==> src/rtl/mcb_arb_pkg.sv <==
// Shared constants and types for the DDR2 command-port arbiter.
package mcb_arb_pkg;

    // Default field widths for the controller command port
    localparam int ADDR_W = 30;
    localparam int BL_W   = 6;

    // Controller command encodings
    localparam logic [2:0] INSTR_WR = 3'b000;
    localparam logic [2:0] INSTR_RD = 3'b001;

    // Arbiter FSM states
    typedef enum logic [1:0] {
        IDLE  = 2'd0,
        ISSUE = 2'd1,
        GAP   = 2'd2
    } arb_state_t;

endpackage

==> src/rtl/mcb_cmd_arbiter_rr_pick.sv <==
// Combinational round-robin picker over requesters 1..NREQ-1.
// Search starts at ptr and wraps from NREQ-1 back to 1.
module rr_pick #(
    parameter int NREQ  = 3,
    parameter int PTR_W = $clog2(NREQ)
) (
    input  logic [NREQ-1:1]  req,
    input  logic [PTR_W-1:0] ptr,
    output logic [NREQ-1:1]  pick,
    output logic             valid
);

    // Two passes: first from ptr upward, then the wrapped part below ptr
    always_comb begin
        pick  = '0;
        valid = 1'b0;
        for (int i = 1; i < NREQ; i++) begin
            if (!valid && req[i] && (i >= int'(ptr))) begin
                pick[i] = 1'b1;
                valid   = 1'b1;
            end
        end
        for (int i = 1; i < NREQ; i++) begin
            if (!valid && req[i] && (i < int'(ptr))) begin
                pick[i] = 1'b1;
                valid   = 1'b1;
            end
        end
    end

endmodule

==> src/rtl/mcb_cmd_arbiter.sv <==
// Arbitrates the single DDR2 controller command port between line-transfer
// requesters. Requester 0 (display fetch) has fixed priority; the rest share
// round-robin, and a requester left waiting STARVE_MAX cycles overrides 0.
module mcb_cmd_arbiter #(
    parameter int NREQ       = 3,
    parameter int ADDR_W     = mcb_arb_pkg::ADDR_W,
    parameter int BL_W       = mcb_arb_pkg::BL_W,
    parameter int STARVE_MAX = 64
) (
    input  logic                   mem_clk,
    input  logic                   rst_n,
    input  logic                   calib_done,
    input  logic [NREQ-1:0]        req,
    input  logic [NREQ-1:0]        req_we,
    input  logic [NREQ*ADDR_W-1:0] req_addr,
    input  logic [NREQ*BL_W-1:0]   req_bl,
    output logic [NREQ-1:0]        gnt,
    output logic                   busy,
    output logic                   cmd_en,
    output logic [2:0]             cmd_instr,
    output logic [BL_W-1:0]        cmd_bl,
    output logic [ADDR_W-1:0]      cmd_byte_addr,
    input  logic                   cmd_full
);
    import mcb_arb_pkg::*;

    localparam int PTR_W = $clog2(NREQ);
    localparam int CNT_W = $clog2(STARVE_MAX + 1);
    localparam logic [CNT_W-1:0]  STARVE_SAT = CNT_W'(STARVE_MAX);
    localparam logic [ADDR_W-1:0] ADDR_MASK  = ~ADDR_W'(3);

    arb_state_t       state;
    logic [NREQ-1:0]  win_q;
    logic [NREQ-1:0]  win_nxt;
    logic [PTR_W-1:0] ptr;
    logic [PTR_W-1:0] ptr_nxt;
    logic [CNT_W-1:0] starve [1:NREQ-1];
    logic [NREQ-1:1]  rr_oh;
    logic             rr_valid;
    logic             starve_hit;
    logic             sel_we;
    logic [ADDR_W-1:0] sel_addr;
    logic [BL_W-1:0]  sel_bl;

    rr_pick #(
        .NREQ  (NREQ),
        .PTR_W (PTR_W)
    ) u_rr_pick (
        .req   (req[NREQ-1:1]),
        .ptr   (ptr),
        .pick  (rr_oh),
        .valid (rr_valid)
    );

    // The strobe follows cmd_full directly so a stalled command issues on the first free cycle
    assign cmd_en = (state == ISSUE) && !cmd_full;
    assign gnt    = cmd_en ? win_q : '0;
    assign busy   = (state != IDLE);

    // Winner: starved lower requester first, then requester 0, then round-robin
    always_comb begin
        win_nxt    = '0;
        starve_hit = 1'b0;
        for (int i = 1; i < NREQ; i++) begin
            if (!starve_hit && req[i] && (starve[i] == STARVE_SAT)) begin
                win_nxt[i] = 1'b1;
                starve_hit = 1'b1;
            end
        end
        if (!starve_hit) begin
            if (req[0]) begin
                win_nxt[0] = 1'b1;
            end else if (rr_valid) begin
                win_nxt[NREQ-1:1] = rr_oh;
            end
        end
    end

    // One-hot mux of the winning requester's command fields
    always_comb begin
        sel_we   = 1'b0;
        sel_addr = '0;
        sel_bl   = '0;
        for (int i = 0; i < NREQ; i++) begin
            sel_we   = sel_we | (req_we[i] & win_nxt[i]);
            sel_addr = sel_addr | (req_addr[i*ADDR_W +: ADDR_W] & {ADDR_W{win_nxt[i]}});
            sel_bl   = sel_bl | (req_bl[i*BL_W +: BL_W] & {BL_W{win_nxt[i]}});
        end
    end

    // Pointer moves past a granted lower requester; a grant to 0 leaves it alone
    always_comb begin
        ptr_nxt = ptr;
        for (int i = 1; i < NREQ; i++) begin
            if (win_q[i]) begin
                ptr_nxt = (i == NREQ - 1) ? PTR_W'(1) : PTR_W'(i + 1);
            end
        end
    end

    // Command FSM: latch winner in IDLE, hold in ISSUE until accepted, one GAP cycle
    always_ff @(posedge mem_clk or negedge rst_n) begin
        if (!rst_n) begin
            state         <= IDLE;
            win_q         <= '0;
            ptr           <= PTR_W'(1);
            cmd_instr     <= '0;
            cmd_bl        <= '0;
            cmd_byte_addr <= '0;
        end else begin
            case (state)
                IDLE: begin
                    if (calib_done && (|req)) begin
                        win_q         <= win_nxt;
                        cmd_instr     <= sel_we ? INSTR_WR : INSTR_RD;
                        cmd_bl        <= sel_bl;
                        cmd_byte_addr <= sel_addr & ADDR_MASK;
                        state         <= ISSUE;
                    end
                end
                ISSUE: begin
                    if (!cmd_full) begin
                        ptr   <= ptr_nxt;
                        state <= GAP;
                    end
                end
                GAP: begin
                    state <= IDLE;
                end
                default: begin
                    state <= IDLE;
                end
            endcase
        end
    end

    // Starvation counters; waiting before calibration does not count as being starved
    always_ff @(posedge mem_clk or negedge rst_n) begin
        if (!rst_n) begin
            for (int i = 1; i < NREQ; i++) begin
                starve[i] <= '0;
            end
        end else begin
            for (int i = 1; i < NREQ; i++) begin
                if (gnt[i] || !req[i]) begin
                    starve[i] <= '0;
                end else if (calib_done && !(busy && win_q[i]) && (starve[i] != STARVE_SAT)) begin
                    starve[i] <= starve[i] + CNT_W'(1);
                end
            end
        end
    end

endmodule

==> config.mk <==
export PLATFORM = sky130hd
export DESIGN_NAME = mcb_cmd_arbiter
export DESIGN_NICKNAME = d
export VERILOG_FILES = /design/src/rtl/mcb_arb_pkg.sv /design/src/rtl/mcb_cmd_arbiter_rr_pick.sv /design/src/rtl/mcb_cmd_arbiter.sv
export SDC_FILE = /design/constraint.sdc
export NUM_CORES = 1
export LEC_CHECK = 0
export ABC_AREA = 1
export BUFFER_PORTS_ARGS = -buffer_cell sky130_fd_sc_hd__clkbuf_2
export CAP_MARGIN = 20
export CORE_MARGIN = 5
export CORE_UTILIZATION = 45
export DETAILED_ROUTE_END_ITERATION = 10
export MAX_ROUTING_LAYER = met4
export PLACE_DENSITY = 0.77
export SLEW_MARGIN = 0
export SYNTH_ARGS = -nofsm -noshare
export SYNTH_HDL_FRONTEND = slang
export SYNTH_SLANG_ARGS = --single-unit
==> constraint.sdc <==
create_clock -name mem_clk -period 2.7 [get_ports mem_clk]
set_input_delay 0.27 -clock mem_clk [delete_from_list [all_inputs] [get_ports mem_clk]]
set_output_delay 0.27 -clock mem_clk [all_outputs]
set_load 0.02 [all_outputs]
==> results.md, run 1 <==
- Outcome: finished, final reports clean
- Pre-CTS WS: 0.608 ns
- Initial antenna violation count: 0
- Final antenna-violating net count: 0
- Mapped Area: 0.00362 mm²
- PnR worst setup slack: 0.581 ns
- Post-CTS Repair Setup Buffers: 0
- DRC viols: 0
- Area share of the largest cell type after synthesis: 0.380
- Power per standard cell area: 710 mW/mm²
- CTS tree: built
- Hold WS: 0.0877 ns
- Async SR Flop Fraction: 1.00
- First-pass GRT wire length: 17000 µm
- DIE WIDTH: 99.8 µm
- Max layer used: met4
- Iteration-0 DRC Markers: 96
- Ranking of synthesized cells by area: dfrtp_1, nand2_1, nand4_1
- Met1 WL: 4340 µm
- Post-route clock period utilization: 0.785
- Post-synthesis cell type count: 33
- Worst-path clk slew: 0.09 ns
- Fmax: 0.472 GHz
- CORE AREA: 0.00777 mm²
- Sequential area share after synthesis: 0.387
- Crit start category: register
- Initial Util: 0.467
- Area Overhead vs Synth: 24.0%
- GRT Overall Usage: 0.214
- Hold Path Class: input pin to async pin
- Worst-path fanout max: 42
- VDD IR max: 0.291 mV
- Post-synthesis register bit count: 56
- H-tree depth: 2
- Root buf cell: clkbuf_8
- Final Setup Violations: 0
- Diode count: 0
- Dpl cell area: 0.00437 mm²
- I/O pins: 162
- WL per Instance: 13.8 µm
- TNS Setup: 0 ns
- # hold bufs at CTS: 0
- Synth area leader: dfrtp_1
- Max-Cap Viols: 0
- Routability cong.: 0.868
- WS Path Type: register to register
- Total CTS buffers: 5
- Die area: 0.00995 mm²
- DR WL met2: 5030 µm
- Count leader, synth: nand2_1
- Largest net degree at the start of global routing: 43
- FILL cells: 783
- Final min period: 2.12 ns
- Setup Skew: 0.00685 ns
- Fin area: 0.00450 mm²
- Syn_area_per_cell: 7.08 µm²
- Share of layout cells above drive strength 1: 0.287
- Ys flop type: dfrtp_1
- Met3 Wirelength: 907 µm
- Post-synthesis cell count: 512
- Rel. slew slack: 0.377
- Total gr overflow: 0
- DR vias: 3861
- Number of global-route vias before repair: 3717
- Detailed Place HPWL: 7580 µm
- Final Hold Violating Endpoints: 0
- RSZ-0062 raised after global routing: no
- Die Ht: 99.8 µm
- Clk_lat worst skew: 0.31 ns
- Port Buffer Count: 151
- CP required: 2.95 ns
- Pleak: 2.41 nW
- Clk buf depth: 2
- Nets: 769
- Critical Path AT: 2.37 ns
- Sink Count: 56
- Synth cell count leaders: nand2_1, nand4_1, nor2_1
- Post-cts resize count: 0
- Synth warn: 0
- Worst slew pin tran: 0.935 ns
- DR pass1 iterations: 4
- Final Routed Wirelength: 10400 µm
- Number of enable flip-flop cells after synthesis: 0
- Slew Limit Fails: 0
- Critical Path End Type: register
- Vias per cell: 5.15
- Row count: 32
[sequential cells by signal, indices dropped and copies added, names as in the netlist]
| name | count |
|---|---|
| cmd_bl | 6 |
| cmd_byte_addr | 28 |
| cmd_instr | 1 |
| ptr | 2 |
| starve | 14 |
| state | 2 |
| win_q | 3 |
[cells by family after synthesis]
group	Yosys count	synth area share
simple gates	353	0.456
buf+inv	71	0.0973
flops	56	0.387
compound gates	22	0.0328
xor+xnor	5	0.0121
fa+ha+maj	4	0.0138
other cells	1	0.00103
[cells in the final DEF (no fill, tap or decap), types with 2 or more instances in the layout]
| master | n |
|---|---|
| dfrtp_1 | 55 |
| nor2_4 | 2 |
| and2_0 | 7 |
| clkbuf_8 | 7 |
| buf_4 | 9 |
| nor2_2 | 5 |
| inv_2 | 2 |
| nand4_1 | 76 |
| o21ai_0 | 15 |
| nor2_1 | 71 |
| nand2_2 | 4 |
| and2_1 | 9 |
| xor2_1 | 5 |
| ha_1 | 4 |
| a21oi_1 | 2 |
| nand2_1 | 157 |
| nand3_1 | 16 |
| nor3_1 | 2 |
| conb_1 | 4 |
| clkbuf_2 | 151 |
| inv_1 | 34 |
[area by class of cell]
| type | instances | area, µm² | area share |
|---|---|---|---|
| Clock buffer | 7 | 96.3 | 0.0214 |
| Clock inverter | 1 | 30.0 | 0.00668 |
| Inverter | 36 | 135 | 0.0301 |
| Multi-Input combinational cell | 388 | 1880 | 0.418 |
| Sequential cell | 56 | 1400 | 0.312 |
| Tap cell | 102 | 128 | 0.0284 |
| Timing Repair Buffer | 160 | 823 | 0.183 |
[metrics by stage]
step | std cells | power (W) | utilization
global placement | 742 | 0.00259 | 0.563
global route | 750 | 0.00344 | 0.579
detailed placement | 742 | 0.00263 | 0.563
CTS | 750 | 0.00323 | 0.579
finish | 750 | 0.00319 | 0.579
floorplan | 515 | 0.00215 | -
[path summary, 6_finish.rpt]
kind | endpoint | slack, ns | cells after the start | start
setup / recovery | cmd_byte_addr[3] | 0.58 | 11 | starve[7]
hold / removal | cmd_bl[0] | 0.09 | 1 | rst_n
setup reg to reg | cmd_byte_addr[3] | 0.58 | 11 | starve[7]
hold reg to reg | cmd_instr[0] | 0.50 | 2 | cmd_instr[0]
max in group asynchronous | starve[12] | 1.86 | 2 | rst_n
min in group mem_clk | cmd_bl[5] | 0.19 | 3 | req_bl[17]
[routing by layer]
layer	global-route usage	up-vias
met3	0.0442	8
li1	-	1939
met1	0.269	1760
met2	0.361	154
met5	-	-
met4	0.0347	0
[where the power goes]
group | switching [W] | total, W | internal [W]
combinational | 0.000874 | 0.00134 | 0.000467
sequential | 0.000149 | 0.00126 | 0.00111
clock | 0.000267 | 0.000595 | 0.000328
[critical path: stages, from the launching register on]
cell	delay [ns]
dfrtp_1	0.43
inv_1	0.11
ha_1	0.17
inv_1	0.04
nor2_1	0.20
nand4_4	0.11
buf_4	0.28
nand2_4	0.41
nand2_1	0.09
nand2_1	0.09
nand2_1	0.06
nand2_1	0.07
No activity file was read; power rests on OpenSTA's default activity.
==> inputs of run 2 (changes only) <==
--- a/config.mk
+++ b/config.mk
@@ -5,11 +5,11 @@
 export SDC_FILE = /design/constraint.sdc
 export NUM_CORES = 1
 export LEC_CHECK = 0
-export ABC_AREA = 1
+export ABC_AREA = 0
 export BUFFER_PORTS_ARGS = -buffer_cell sky130_fd_sc_hd__clkbuf_2
 export CAP_MARGIN = 20
 export CORE_MARGIN = 5
-export CORE_UTILIZATION = 45
+export CORE_UTILIZATION = 42
 export DETAILED_ROUTE_END_ITERATION = 10
 export MAX_ROUTING_LAYER = met4
 export PLACE_DENSITY = 0.77
==> constraint.sdc (replaced) <==
create_clock -name mem_clk -period 1.94 [get_ports mem_clk]
set_input_delay 0.194 -clock mem_clk [delete_from_list [all_inputs] [get_ports mem_clk]]
set_output_delay 0.194 -clock mem_clk [all_outputs]
set_load 0.02 [all_outputs]
==> run 2 against run 1 <==
  * Largest power group unchanged
  * Synthesized cell count shrank 28%
  * The run now ends with negative setup slack left
  * Critical endpoint is now cmd_byte_addr[10]
  * Clock skew up 0.0033 ns
  * Highest routed layer unchanged
  * First-iteration DRC count is 140% higher
  * Power grew 53%
  * Via count decreased by 5.3%
  * Cell area up 6.3%
  * Die area stayed put
  * Global-route usage rose by 1.6 points
==> results.md, run 2 <==
- Outcome: finished, violations left
- Failing checks: negative setup slack
- CP delay by family, top: compound AO/OA/AOI/OAI gates
- PnR worst setup slack: -0.173 ns (-0.754 ns)
- Row count: 32 (unchanged)
- Biggest regs: cmd_byte_addr x28, starve x14, cmd_bl x6
- Port Buffer Count: 151 (unchanged)
- CP peak stage delay: 0.47 ns (+0.04 ns)
- Sequential area share after synthesis: 0.415 (+0.0276)
- Final Hold Violating Endpoints: 0 (unchanged)
- Final antenna-violating net count: 0 (unchanged)
- Total CTS buffers: 5 (unchanged)
- Synth cell count leaders: dfrtp_1, o21ai_0, inv_1
- Post-synthesis cell count: 368 (-28%)
- Ys flop type: dfrtp_1
- DR vias: 3655 (-5.3%)
- Post-synthesis cell type count: 47 (+42%)
- Max-Cap Viols: 0 (unchanged)
- Total gr overflow: 0 (unchanged)
- DR pass1 iterations: 4 (unchanged)
- Critical Path End Type: register
- Post-synthesis register bit count: 56 (unchanged)
- WS Path Type: register to register
- Fin area: 0.00478 mm² (+6.3%)
- Critical Path AT: 2.29 ns (-0.08 ns)
- CTS tree: built
- Syn_area_per_cell: 9.19 µm² (+30%)
- Diode count: 0 (unchanged)
- CP required: 2.11 ns (-0.84 ns)
- Combinational share of power: 0.489 (+0.069)
- Final Routed Wirelength: 11500 µm (+11%)
- Dpl cell area: 0.00440 mm² (+0.80%)
- H-tree depth: 2 (unchanged)
- Pre-CTS WS: -0.140 ns (-0.748 ns)
- Number of enable flip-flop cells after synthesis: 0 (unchanged)
- Final core utilization: 0.615 (+0.0367)
- Worst-path fanout max: 20 (-52%)
- Hold Path Class: input pin to register
- GRT Overall Usage: 0.230 (+0.0161)
- FILL cells: 683 (-13%)
- Initial Util: 0.436 (-0.0311)
- Largest reg by FF count: cmd_byte_addr
- DP Cell Count: 622 (-16%)
- Int Power: 0.00285 W (+50%)
- First-pass GRT wire length: 18000 µm (+5.6%)
- Root buf cell: clkbuf_8
- VDD IR max: 0.453 mV (+56%)
- P_sw: 0.00205 W (+59%)
- CP max stage cell: or4b_4
- Mapped Area: 0.00338 mm² (-6.7%)
- Ranking of synthesized cells by area: dfrtp_1, a32oi_1, o311ai_1
- RSZ-0062 raised after global routing: yes
- Post-Layout Cell Count: 633 (-16%)
- DRC viols: 0 (unchanged)
- Post-route clock period utilization: 1.09 (+0.304)
- Largest net degree at the start of global routing: 37 (-14%)
- Commonest cells after routing, fill and taps aside: clkbuf_2, dfrtp_1, inv_1, o21ai_0, and3_1
- Max reg flops: 28 (unchanged)
- Async SR Flop Fraction: 1.00 (unchanged)
- Commonest non-fill, non-tap cell in the layout: clkbuf_2
- Die area: 0.00995 mm² (unchanged)
- Synth area leader: dfrtp_1
- Worst path cell trace: inv_1 -> ha_4 -> or4b_4 -> o311a_4 -> buf_12 -> a32oi_1 -> o311ai_1
- Sink Count: 56 (unchanged)
- Die Ht: 99.8 µm (unchanged)
- Routability cong.: 0.844 (-2.7%)
- Iteration-0 DRC Markers: 234 (+140%)
- I/O pins: 162 (unchanged)
- Synth warn: 0 (unchanged)
- Power per standard cell area: 1020 mW/mm² (+44%)
- Share of layout cells above drive strength 1: 0.444 (+0.157)
- Final Setup Violations: 38 (+38)
- Area share of the largest cell type after synthesis: 0.407 (+0.0271)
- Seq pwr share: 0.374 (-0.020)
- Initial antenna violation count: 0 (unchanged)
- Crit start category: register
- Clk_lat worst skew: 0.32 ns (about the same)
- Slew Limit Fails: 0 (unchanged)
- Clk pwr share: 0.138 (-0.048)
- Detailed Place HPWL: 8180 µm (+7.9%)
- Vias per cell: 5.77 (+12%)
- DIE WIDTH: 99.8 µm (unchanged)
- Clk buf depth: 2 (unchanged)
- Fmax: 0.473 GHz (+0.28%)
- Final min period: 2.11 ns (-0.00588 ns)
- Number of global-route vias before repair: 3744 (+0.73%)
- Pleak: 2.38 nW (-1.1%)
- Nets: 652 (-15%)
- Count leader, synth: dfrtp_1
- Setup Skew: 0.0101 ns (+0.00328 ns)
- CORE AREA: 0.00777 mm² (unchanged)
- Worst-path clk slew: 0.11 ns (+0.02 ns)
- CP Buf/Inv Count: 2 (-1)
- WL per Instance: 18.2 µm (+32%)
- Area Overhead vs Synth: 41.3%
- Net Sw Frac: 0.418 (+0.0140)
run 2: changes by cell type after synthesis, moves of 19 or more:
cell      previous run  this run
nor2_1              71         9
and3_1               0        36
a32oi_1              0        35
o21ai_0             15        44
nand4_1             76         0
clkbuf_1             7        26
o311ai_1             0        30
nand2_1            157        10
run 2: timing repair:
action / 4_1_cts / 5_1_grt
hold buffers: 1 / 0
hold endpoints to repair: 17 / 0
pin swaps: 5 / 12
resized for setup: 11 / 35
cloned: 0 / 1
setup buffers: 0 / 1
endpoints found under the setup margin: 37 / 45
run 2: cells by family (layout without fill, tap and decap cells):
kind of cell,Yosys count,in the layout,share of synthesized area
adder cells (fa/ha/maj),4,4,0.0148
AND/OR/NAND/NOR,85,85,0.152
multiplexers,2,2,0.00592
XOR/XNOR,4,4,0.0104
buffers and inverters,77,237,0.102
flip-flops,56,56,0.415
other,1,4,0.00111
AO/OA/AOI/OAI,139,139,0.299
run 2: cell type report:
type / instances / area (µm²) / share of cell area
inverter: 42 / 158 / 0.0330
clock inverter: 2 / 10.0 / 0.00209
multi-input combinational: 238 / 1900 / 0.397
sequential: 56 / 1400 / 0.293
timing repair buffer: 187 / 1100 / 0.231
clock buffer: 6 / 82.6 / 0.0173
tap: 102 / 128 / 0.0267
run 2: stage by stage:
| step | power (W) | hold WS, ns | setup TNS, ns |
|---|---|---|---|
| after floorplan | 0.00308 | -0.102 | -2.89 |
| after global placement | 0.00393 | 0.171 | -1.94 |
| after detailed placement | 0.00400 | 0.172 | -3.38 |
| after CTS | 0.00472 | 0.0731 | -2.55 |
| after global routing | 0.00517 | 0.0831 | -7.06 |
| final | 0.00490 | 0.0786 | -4.23 |
run 2: path summary, 6_finish.rpt:
kind                            startpoint                end  slack (ns)  depth (start not counted)
min in group asynchronous            rst_n           win_q[2]        0.35                          2
worst max register to register   starve[8]  cmd_byte_addr[10]       -0.17                          7
worst min register to register      ptr[0]             ptr[0]        0.49                          2
max in group asynchronous            rst_n  cmd_byte_addr[10]        0.89                          3
worst min-delay path              cmd_full           state[1]        0.08                          2
worst max-delay path             starve[8]  cmd_byte_addr[10]       -0.17                          7
run 2: worst register-to-register path, cell delays in order (launching register included):
cell	delay, ns
dfrtp_1	0.39
inv_1	0.11
ha_4	0.13
or4b_4	0.47
o311a_4	0.35
buf_12	0.17
a32oi_1	0.20
o311ai_1	0.15
run 2: routing by layer:
metal / vias up / share of wire / GRT usage
met1: 1771 / 0.40 / 0.278
met5: - / 0 / -
li1: 1712 / - / -
met3: 18 / 0.064 / 0.0372
met4: 0 / 0.015 / 0.0672
met2: 154 / 0.52 / 0.393
run 2: power groups by stage:
stage	clock network [W]	logic (W)	registers, W
finish	0.000675	0.00239	0.00183
global route	0.000729	0.00257	0.00188
CTS	0.000687	0.00222	0.00181
detailed placement	0	0.00219	0.00182
global placement	0	0.00212	0.00181
floorplan	0	0.000892	0.00219
==> inputs of run 3 (changes only) <==
--- a/config.mk
+++ b/config.mk
@@ -9,11 +9,11 @@
 export BUFFER_PORTS_ARGS = -buffer_cell sky130_fd_sc_hd__clkbuf_2
 export CAP_MARGIN = 20
 export CORE_MARGIN = 5
-export CORE_UTILIZATION = 42
+export CORE_UTILIZATION = 45
 export DETAILED_ROUTE_END_ITERATION = 10
 export MAX_ROUTING_LAYER = met4
-export PLACE_DENSITY = 0.77
-export SLEW_MARGIN = 0
+export PLACE_DENSITY = 0.78
 export SYNTH_ARGS = -nofsm -noshare
 export SYNTH_HDL_FRONTEND = slang
 export SYNTH_SLANG_ARGS = --single-unit
+export TNS_END_PERCENT = 1
==> constraint.sdc (replaced) <==
create_clock -name mem_clk -period 2 [get_ports mem_clk]
set_input_delay 0.2 -clock mem_clk [delete_from_list [all_inputs] [get_ports mem_clk]]
set_output_delay 0.2 -clock mem_clk [all_outputs]
set_load 0.02 [all_outputs]
==> run 3 against run 2 <==
  * The run still ends with negative setup slack left
  * Clock-buffer cell count up 2
  * Routed wire length fell by 4.5%
  * First-iteration DRC count is 31% lower
  * Setup slack better by 0.13 ns
  * Critical path type unchanged
==> results.md, run 3 (same netlist as run 2, synthesis figures left out) <==
- Worst slew pin tran: 0.579 ns
- CP Buf/Inv Count: 2 (unchanged)
- Crit start category: register
- Final Hold Violating Endpoints: 0 (unchanged)
- Vias per cell: 5.88 (+1.8%)
- First-pass GRT wire length: 18100 µm (+0.73%)
- Area Overhead vs Synth: 37.7%
- Hold Path Class: input pin to register
- Critical Path AT: 2.22 ns (-0.07 ns)
- Die Ht: 96.7 µm (-3.0%)
- CP max stage cell: or4b_4
- Initial Util: 0.464 (+0.0284)
- CP peak stage delay: 0.47 ns (about the same)
- RSZ-0062 raised after global routing: yes
- Final Setup Violations: 16 (-58%)
- Nets: 648 (-0.61%)
- PnR worst setup slack: -0.0415 ns (+0.131 ns)
- Max reg flops: 28 (unchanged)
- Largest reg by FF count: cmd_byte_addr
- Number of global-route vias before repair: 3771 (+0.72%)
- WL per Instance: 17.6 µm (-3.5%)
- Sink Count: 56 (unchanged)
- FILL cells: 662 (-3.1%)
- GRT Overall Usage: 0.235 (+0.00558)
- Final antenna-violating net count: 0 (unchanged)
- Fmax: 0.490 GHz (+3.5%)
- DR pass1 iterations: 4 (unchanged)
- Final min period: 2.04 ns (-0.0712 ns)
- Post-CTS Repair Setup Buffers: 0 (unchanged)
- CP delay by family, top: compound AO/OA/AOI/OAI gates
- Worst-path fanout max: 24 (+20%)
- Root buf cell: clkbuf_8
- Critical Path End Type: register
- Diode count: 0 (unchanged)
- DRC viols: 0 (unchanged)
- Rel. slew slack: 0.614
- Port Buffer Count: 151 (unchanged)
- Routability cong.: 0.876 (+3.8%)
- Iteration-0 DRC Markers: 161 (-31%)
- Worst path cell trace: inv_2 -> ha_1 -> or4b_4 -> o311a_4 -> buf_12 -> a32oi_2 -> o311ai_1
- Post-route clock period utilization: 1.02 (-0.0683)
- Dpl cell area: 0.00443 mm² (+0.60%)
- Worst-path clk slew: 0.10 ns (about the same)
- Die area: 0.00935 mm² (-6.0%)
- H-tree depth: 2 (unchanged)
- Total gr overflow: 0 (unchanged)
- Slew Limit Fails: 0 (unchanged)
- Pleak: 2.35 nW (-1.4%)
- Total CTS buffers: 5 (unchanged)
- Biggest regs: cmd_byte_addr x28, starve x14, cmd_bl x6
- Fin area: 0.00466 mm² (-2.5%)
- Max-Cap Viols: 0 (unchanged)
- WS Path Type: register to register
- Register area: 0.00140 mm² (unchanged)
- Commonest non-fill, non-tap cell in the layout: clkbuf_2
- CORE AREA: 0.00729 mm² (-6.1%)
- Clk_lat worst skew: 0.30 ns (-0.02 ns)
- I/O pins: 162 (unchanged)
- Share of layout cells above drive strength 1: 0.414 (-0.0308)
- Setup Skew: 0.00621 ns (-0.00391 ns)
- Detailed Place HPWL: 8060 µm (-1.5%)
- Outcome: finished, violations left
- VDD IR max: 0.622 mV (+37%)
- Final core utilization: 0.639 (+0.0235)
- Final Routed Wirelength: 11000 µm (-4.5%)
- Commonest cells after routing, fill and taps aside: clkbuf_2, dfrtp_1, o21ai_0
- Row count: 31 (-3.1%)
- DIE WIDTH: 96.7 µm (-3.0%)
- Initial antenna violation count: 0 (unchanged)
- CP required: 2.18 ns (+0.07 ns)
- Multi-input logic area: 0.00180 mm² (-5.1%)
- CTS tree: built
- Failing checks: negative setup slack
- Power per standard cell area: 988 mW/mm² (-3.5%)
- DR vias: 3678 (+0.63%)
- Clk buf depth: 2 (unchanged)
- Largest net degree at the start of global routing: 36 (-2.7%)
==> run 3: changes by cell type in the layout (fill, tap and decap cells not counted), sizes merged <==
cell and delta:
buf -3, clkinv -2, clkbuf +1
==> run 3: final cells by class <==
type | instances | share of cell area
Clock buffer | 8 | 0.0193
Sequential cell | 56 | 0.301
Multi-Input combinational cell | 238 | 0.386
Timing Repair Buffer | 183 | 0.233
Tap cell | 99 | 0.0266
Inverter | 42 | 0.0338
==> run 3: worst reg2reg max path: stages, from the launching register on <==
cell and delay, ns:
dfrtp_1 0.40, inv_2 0.06, ha_1 0.14, or4b_4 0.47
o311a_4 0.34, buf_12 0.17, a32oi_2 0.22, o311ai_1 0.12
==> run 3: final timing paths <==
kind | end | start | slack (ns) | depth (start not counted)
setup reg to reg | cmd_byte_addr[7] | starve[7] | -0.04 | 7
hold reg to reg | ptr[0] | ptr[0] | 0.48 | 2
setup / recovery | cmd_byte_addr[7] | starve[7] | -0.04 | 7
min in group asynchronous | cmd_bl[5] | rst_n | 0.42 | 2
hold / removal | state[1] | cmd_full | 0.07 | 2
max in group asynchronous | ptr[0] | rst_n | 0.93 | 3
==> run 3: what timing repair did <==
item | in CTS | in global routing
pin swaps | 4 | 14
cloned | 0 | 0
resized for setup | 11 | 13
endpoints found under the hold margin | 21 | 0
setup endpoints to repair | 36 | 39
hold buffers | 1 | 0
==> run 3: metrics by stage <==
stage                     setup WS (ns)  total power (W)  TNS, ns  std cells  hold slack [ns]
after floorplan                 -0.0384          0.00299    -1.10        371          -0.0956
after global placement         -0.00927          0.00381  -0.0211        617            0.215
after detailed placement        -0.0976          0.00387    -1.47        617            0.223
after CTS                       -0.0670          0.00456   -0.832        626           0.0688
after global routing             -0.112          0.00488    -3.17        626           0.0790
final                           -0.0415          0.00460   -0.293        626           0.0731
==> run 3: metal layers <==
metal,share of wire,GRT usage,routed length (µm),vias up
li1,-,-,-,1712
met1,0.40,0.295,4400,1747
met2,0.50,0.387,5500,183
met3,0.070,0.0367,765,36
met4,0.030,0.0821,327,0
met5,0,-,0,-
==> run 3: report_power, final <==
group          switching [W]  internal, W
Sequential          0.000258      0.00152
Combinational        0.00129     0.000902
Clock               0.000359     0.000284
